==> src/rtl/swu_ram_read_ctrl.sv <==
// Read-side sequencer for the sliding-window buffer RAM: issues narrow reads, streams them out on AXI-Stream, returns wide-slot credits.
// Latency: wr_commit in cycle N gives enaB in N+1, enaB_q in N+2, m_axis_tvalid in N+3; 1 beat/cycle sustained.
// Backpressure: m_axis_tready low freezes stage 2, then stage 1; issue stops with at most 2 beats in flight.
module swu_ram_read_ctrl #(
  parameter int WIDTHB     = 4,
  parameter int SIZEB      = 1024,
  parameter int ADDRWIDTHB = 10,
  parameter int WIDTHA     = 16,
  parameter int FRAME_LEN  = 64
) (
  input  logic                  clk,
  input  logic                  rst,
  input  logic                  wr_commit,
  output logic                  rd_credit,
  output logic [ADDRWIDTHB-1:0] addrB,
  output logic                  enaB,
  output logic                  enaB_q,
  input  logic [WIDTHB-1:0]     doB,
  output logic [WIDTHB-1:0]     m_axis_tdata,
  output logic                  m_axis_tvalid,
  input  logic                  m_axis_tready,
  output logic                  m_axis_tlast,
  output logic [ADDRWIDTHB:0]   occupancy,
  output logic                  overflow
);

  localparam int RATIO = WIDTHA / WIDTHB;
  localparam int BCW   = (FRAME_LEN > 1) ? $clog2(FRAME_LEN) : 1;

  // Low pointer bits that select the narrow word within a wide slot.
  localparam logic [ADDRWIDTHB-1:0] SLOT_MASK = ADDRWIDTHB'(RATIO - 1);
  // Highest occupancy at which a further wide word still fits.
  localparam logic [ADDRWIDTHB:0]   OCC_LIMIT = (ADDRWIDTHB + 1)'(SIZEB - RATIO);
  localparam logic [ADDRWIDTHB:0]   OCC_STEP  = (ADDRWIDTHB + 1)'(RATIO);
  localparam logic [BCW-1:0]        LAST_BEAT = BCW'(FRAME_LEN - 1);

  logic [ADDRWIDTHB-1:0] rdPtr;
  logic [ADDRWIDTHB:0]   occCnt;
  logic                  v1;
  logic                  v2;
  logic [BCW-1:0]        beatCnt;
  logic                  creditQ;
  logic                  overflowQ;

  logic adv2;
  logic issue;
  logic commitOk;
  logic slotEnd;
  logic handshake;

  // Pipeline advance / issue decisions; stage 2 may move when it is empty or being drained.
  always_comb begin
    adv2      = v1 & (~v2 | m_axis_tready);
    issue     = (occCnt != '0) & (~v1 | adv2);
    commitOk  = wr_commit & (occCnt <= OCC_LIMIT);
    slotEnd   = (rdPtr & SLOT_MASK) == SLOT_MASK;
    handshake = v2 & m_axis_tready;
  end

  // Read pointer walks the ring sequentially; occupancy nets commits against issues.
  always_ff @(posedge clk) begin
    if (rst) begin
      rdPtr  <= '0;
      occCnt <= '0;
    end else begin
      if (issue) rdPtr <= rdPtr + 1'b1;
      occCnt <= occCnt + (commitOk ? OCC_STEP : '0) - {{ADDRWIDTHB{1'b0}}, issue};
    end
  end

  // Two-stage valid tracking mirroring the RAM's readB and doB registers.
  always_ff @(posedge clk) begin
    if (rst) begin
      v1 <= 1'b0;
      v2 <= 1'b0;
    end else begin
      v1 <= issue | (v1 & ~adv2);
      v2 <= adv2 | (v2 & ~m_axis_tready);
    end
  end

  // Credit pulse after the last narrow word of a wide slot is issued; sticky overflow on a commit that cannot fit.
  always_ff @(posedge clk) begin
    if (rst) begin
      creditQ   <= 1'b0;
      overflowQ <= 1'b0;
    end else begin
      creditQ <= issue & slotEnd;
      if (wr_commit & ~commitOk) overflowQ <= 1'b1;
    end
  end

  // Beat position within the current output frame, advanced on each accepted beat.
  always_ff @(posedge clk) begin
    if (rst) begin
      beatCnt <= '0;
    end else if (handshake) begin
      beatCnt <= (beatCnt == LAST_BEAT) ? '0 : beatCnt + 1'b1;
    end
  end

  assign addrB         = rdPtr;
  assign enaB          = issue;
  assign enaB_q        = adv2;
  assign m_axis_tdata  = doB;
  assign m_axis_tvalid = v2;
  assign m_axis_tlast  = v2 & (beatCnt == LAST_BEAT);
  assign occupancy     = occCnt;
  assign overflow      = overflowQ;
  assign rd_credit     = creditQ;

endmodule

==> config.mk <==
export PLATFORM = sky130hd
export DESIGN_NAME = swu_ram_read_ctrl
export DESIGN_NICKNAME = d
export VERILOG_FILES = /design/src/rtl/swu_ram_read_ctrl.sv
export SDC_FILE = /design/constraint.sdc
export NUM_CORES = 1
export LEC_CHECK = 0
export ABC_AREA = 1
export BUFFER_PORTS_ARGS = -buffer_cell sky130_fd_sc_hd__clkbuf_2
export CAP_MARGIN = 20
export CORE_ASPECT_RATIO = 1.4
export CORE_MARGIN = 1.5
export CORE_UTILIZATION = 55
export DETAILED_ROUTE_END_ITERATION = 8
export GPL_ROUTABILITY_DRIVEN = 0
export PLACE_DENSITY = 0.79
export SETUP_SLACK_MARGIN = 0.4
export SYNTH_ARGS = -nofsm -noshare
export SYNTH_HDL_FRONTEND = slang
export SYNTH_SLANG_ARGS = --single-unit
==> constraint.sdc <==
create_clock -name clk -period 3.4 [get_ports clk]
set_clock_uncertainty 0.05 [all_clocks]
set_input_delay 0.68 -clock clk [delete_from_list [all_inputs] [get_ports clk]]
set_output_delay 0.68 -clock clk [all_outputs]
set_load 0.01 [all_outputs]
==> flow_summary_export.csv <==
group,metric,value,unit
run_status,outcome,"complete, no violations",
power,p_leak,1.123,nW
finish,nets,344,
place,dpl_worst_slack,0.7867,ns
yosys,synth_area_leaders,"dfxtp_1, ha_1, inv_1, nand2_1, nor2_1",
worst_setup_path,worstPathArrival,2.63,ns
yosys,synth_area_leader_cell,"dfxtp_1",
finish,layout_commonest_cell,"inv_1",
worst_hold_path,holdPathEnd,"overflow",
finish,num_antenna_cells,0,
timing,slew-limit-headroom,0.6916,
finish,final_cell_mix,"inv_1, nand2_1, nor2_1",
yosys,postSynthAreaPerCell,7.237,um2
routing,postRouteAntennaNets,0,
worst_setup_path,worstSetupPathType,"reg2reg",
timing,finalCritPeriodShare,0.7343,
global_route,grt.total_usage,0.2236,
clock_network,postCtsResizedCells,0,
worst_setup_path,worst-path-max-fanout,5,
floorplanning,die_height,75.07,um
floorplanning,rows,26,
power,vdd_drop_max,0.0004607,V
yosys,ys_ff_latch,31,
yosys,ys_warn_count,0,
worst_hold_path,hold_start,"overflow",
clock_network,path_clk_slew,0.07,ns
clock_network,post_cts_buffers,0,
yosys,synth_top_area_share,0.3041,
power,powerDensity,746.0,mW/mm2
floorplanning,fp.dieW,54.48,um
clock_network,ctsLongestPathBuffers,2,
timing,worstMarginPinSlew,0.4625,ns
yosys,yosysSeqAreaShare,0.3041,
routing,routed_via_density,5.037,
routing,routedWlPerCell,10.92,um
global_route,grt_pass1_vias,1678,
global_route,grt_max_degree,18,
timing,finalSetupTns,0,ns
timing,maxSlewViolCount,0,
global_route,grt_pass1_wl,6637,um
place,io_buffers,30,
yosys,synth_ff_type,"dfxtp_1",
timing,hold_violations,0,
clock_network,numCtsBuffers,5,
timing,rsz0062_at_grt,"false",
worst_setup_path,rr_startpoint,"occupancy[3]",
yosys,syn_inst,282,
routing,drt-total-wl,3864,um
finish,syn_to_final_growth,11.65,%
timing,fmax,0.4005,GHz
worst_hold_path,hold_path.class,"reg2reg",
yosys,synth_edf_count,0,
worst_setup_path,worst_r2r_path_depth,14,
timing,setup_viol,0,
worst_setup_path,required,3.53,ns
global_route,overflow,0,
worst_setup_path,reg2reg_to,"occupancy[7]",
timing,timing.final.ws_setup,0.9033,ns
worst_setup_path,end_kind,"flip-flop",
global_route,antenna_found_initial,0,
place,dp_hpwl,2951,um
routing,drt_first_iter_violations,33,
yosys,ys_async_sr_fraction,0,
timing,whs,0.4049,ns
floorplanning,ios,39,
yosys,synth_cell_types,30,
floorplanning,initial_core_util,0.5651,
place,placed_cell_area,0.002191,mm2
clock_network,h-tree-depth,2,
clock_network,cts_tree,"built",
yosys,syn_area,0.002041,mm2
clock_network,root_buffer,"clkbuf_8",
clock_network,clkLatencyLatePin,0.29,ns
worst_hold_path,holdPathStages,2,
floorplanning,core_area,0.003611,mm2
clock_network,cts_hold_buf,0,
worst_setup_path,rrSetupSlack,0.90,ns
finish,post-route-util,0.6310,
finish,final_cell_area,0.002278,mm2
finish,drive_above_1_share,0.2147,
clock_network,cts_sinks,31,
run,maxCapViolCount,0,
floorplanning,die_area,0.004090,mm2
routing,dr.pass1.iters,4,
routing,drc,0,
routing,routed-via-count,1783,
yosys,synth_nets,314,
worst_setup_path,worst_setup_path_start_kind,"flip-flop",
timing,fin_crit,2.497,ns
==> worst max path at each step <==
stage	start	to	slack, ns	depth (start not counted)
after global placement	m_axis_tready	occupancy[7]	0.86	15
after detailed placement	m_axis_tready	occupancy[7]	0.79	15
after global routing	occupancy[3]	occupancy[10]	0.66	16
after floorplan	occupancy[8]	occupancy[7]	0.87	15
after CTS	occupancy[4]	occupancy[7]	0.90	15
final	occupancy[3]	occupancy[7]	0.90	14
==> power breakdown <==
part           internal (mW)  total (mW)  switching [mW]
sequential             0.439       0.529          0.0894
combinational          0.335       0.876           0.540
clock                  0.159       0.296           0.137
==> routing by layer <==
metal	GRT usage	routed length, um
met5	0	0
met4	0.1056	74
met2	0.4230	2026
met1	0.2290	1652
met3	0.03571	110
==> critical path, stage by stage (launching register included) <==
cell and delay, ns:
dfxtp_1 0.45, ha_1 0.20, nand4_1 0.13, o21ai_0 0.25
nand2_1 0.08, nand2_1 0.06, ha_1 0.12, inv_1 0.06
fa_1 0.42, nand3_1 0.08, nand3_1 0.11, a21oi_1 0.20
nand2_1 0.08, nand2_1 0.06, nor2_1 0.04
==> per-stage QoR <==
stage          power, mW  std cells
2_1_floorplan      1.200        282
3_3_place_gp       1.393        347
3_5_place_dp       1.413        347
4_1_cts            1.713        354
5_1_grt            1.893        354
6_report           1.700        354
==> cell usage after synthesis (2+ instances only) <==
master   instances
nand2_2         13
nand2_1         45
inv_2            2
ha_1            23
buf_4            4
xor2_1           3
buf_2            3
o21ai_0         12
nand3_1         14
a21oi_1         17
dfxtp_1         31
nor3_1           5
nor2_1          34
a21oi_2          7
nand4_1          4
nor2_4           3
inv_1           49
==> sequential cells by signal, summed over array words and instances (netlist names) <==
name           cells
occupancy         11
v1                 1
addrB             10
overflow           1
beatCnt            6
rd_credit          1
m_axis_tvalid      1
==> cell families (layout without fill, tap and decap cells) <==
group           after synthesis  in the layout  synth area share
fa+ha+maj                    24             24            0.1508
compound gates               43             43            0.1300
flops                        31             31            0.3041
simple gates                121            121            0.2747
buf+inv                      59             89            0.1232
xor+xnor                      4              4           0.01717
==> layout make-up <==
class,instances,area [um2]
Tap cell,42,52.55
Clock buffer,6,82.58
Multi-Input combinational cell,192,1169
Timing Repair Buffer,31,157.7
Inverter,51,191.4
Clock inverter,1,5.005
Fill cell,363,1333
Sequential cell,31,620.6
Power figures use the tool's default switching activity.
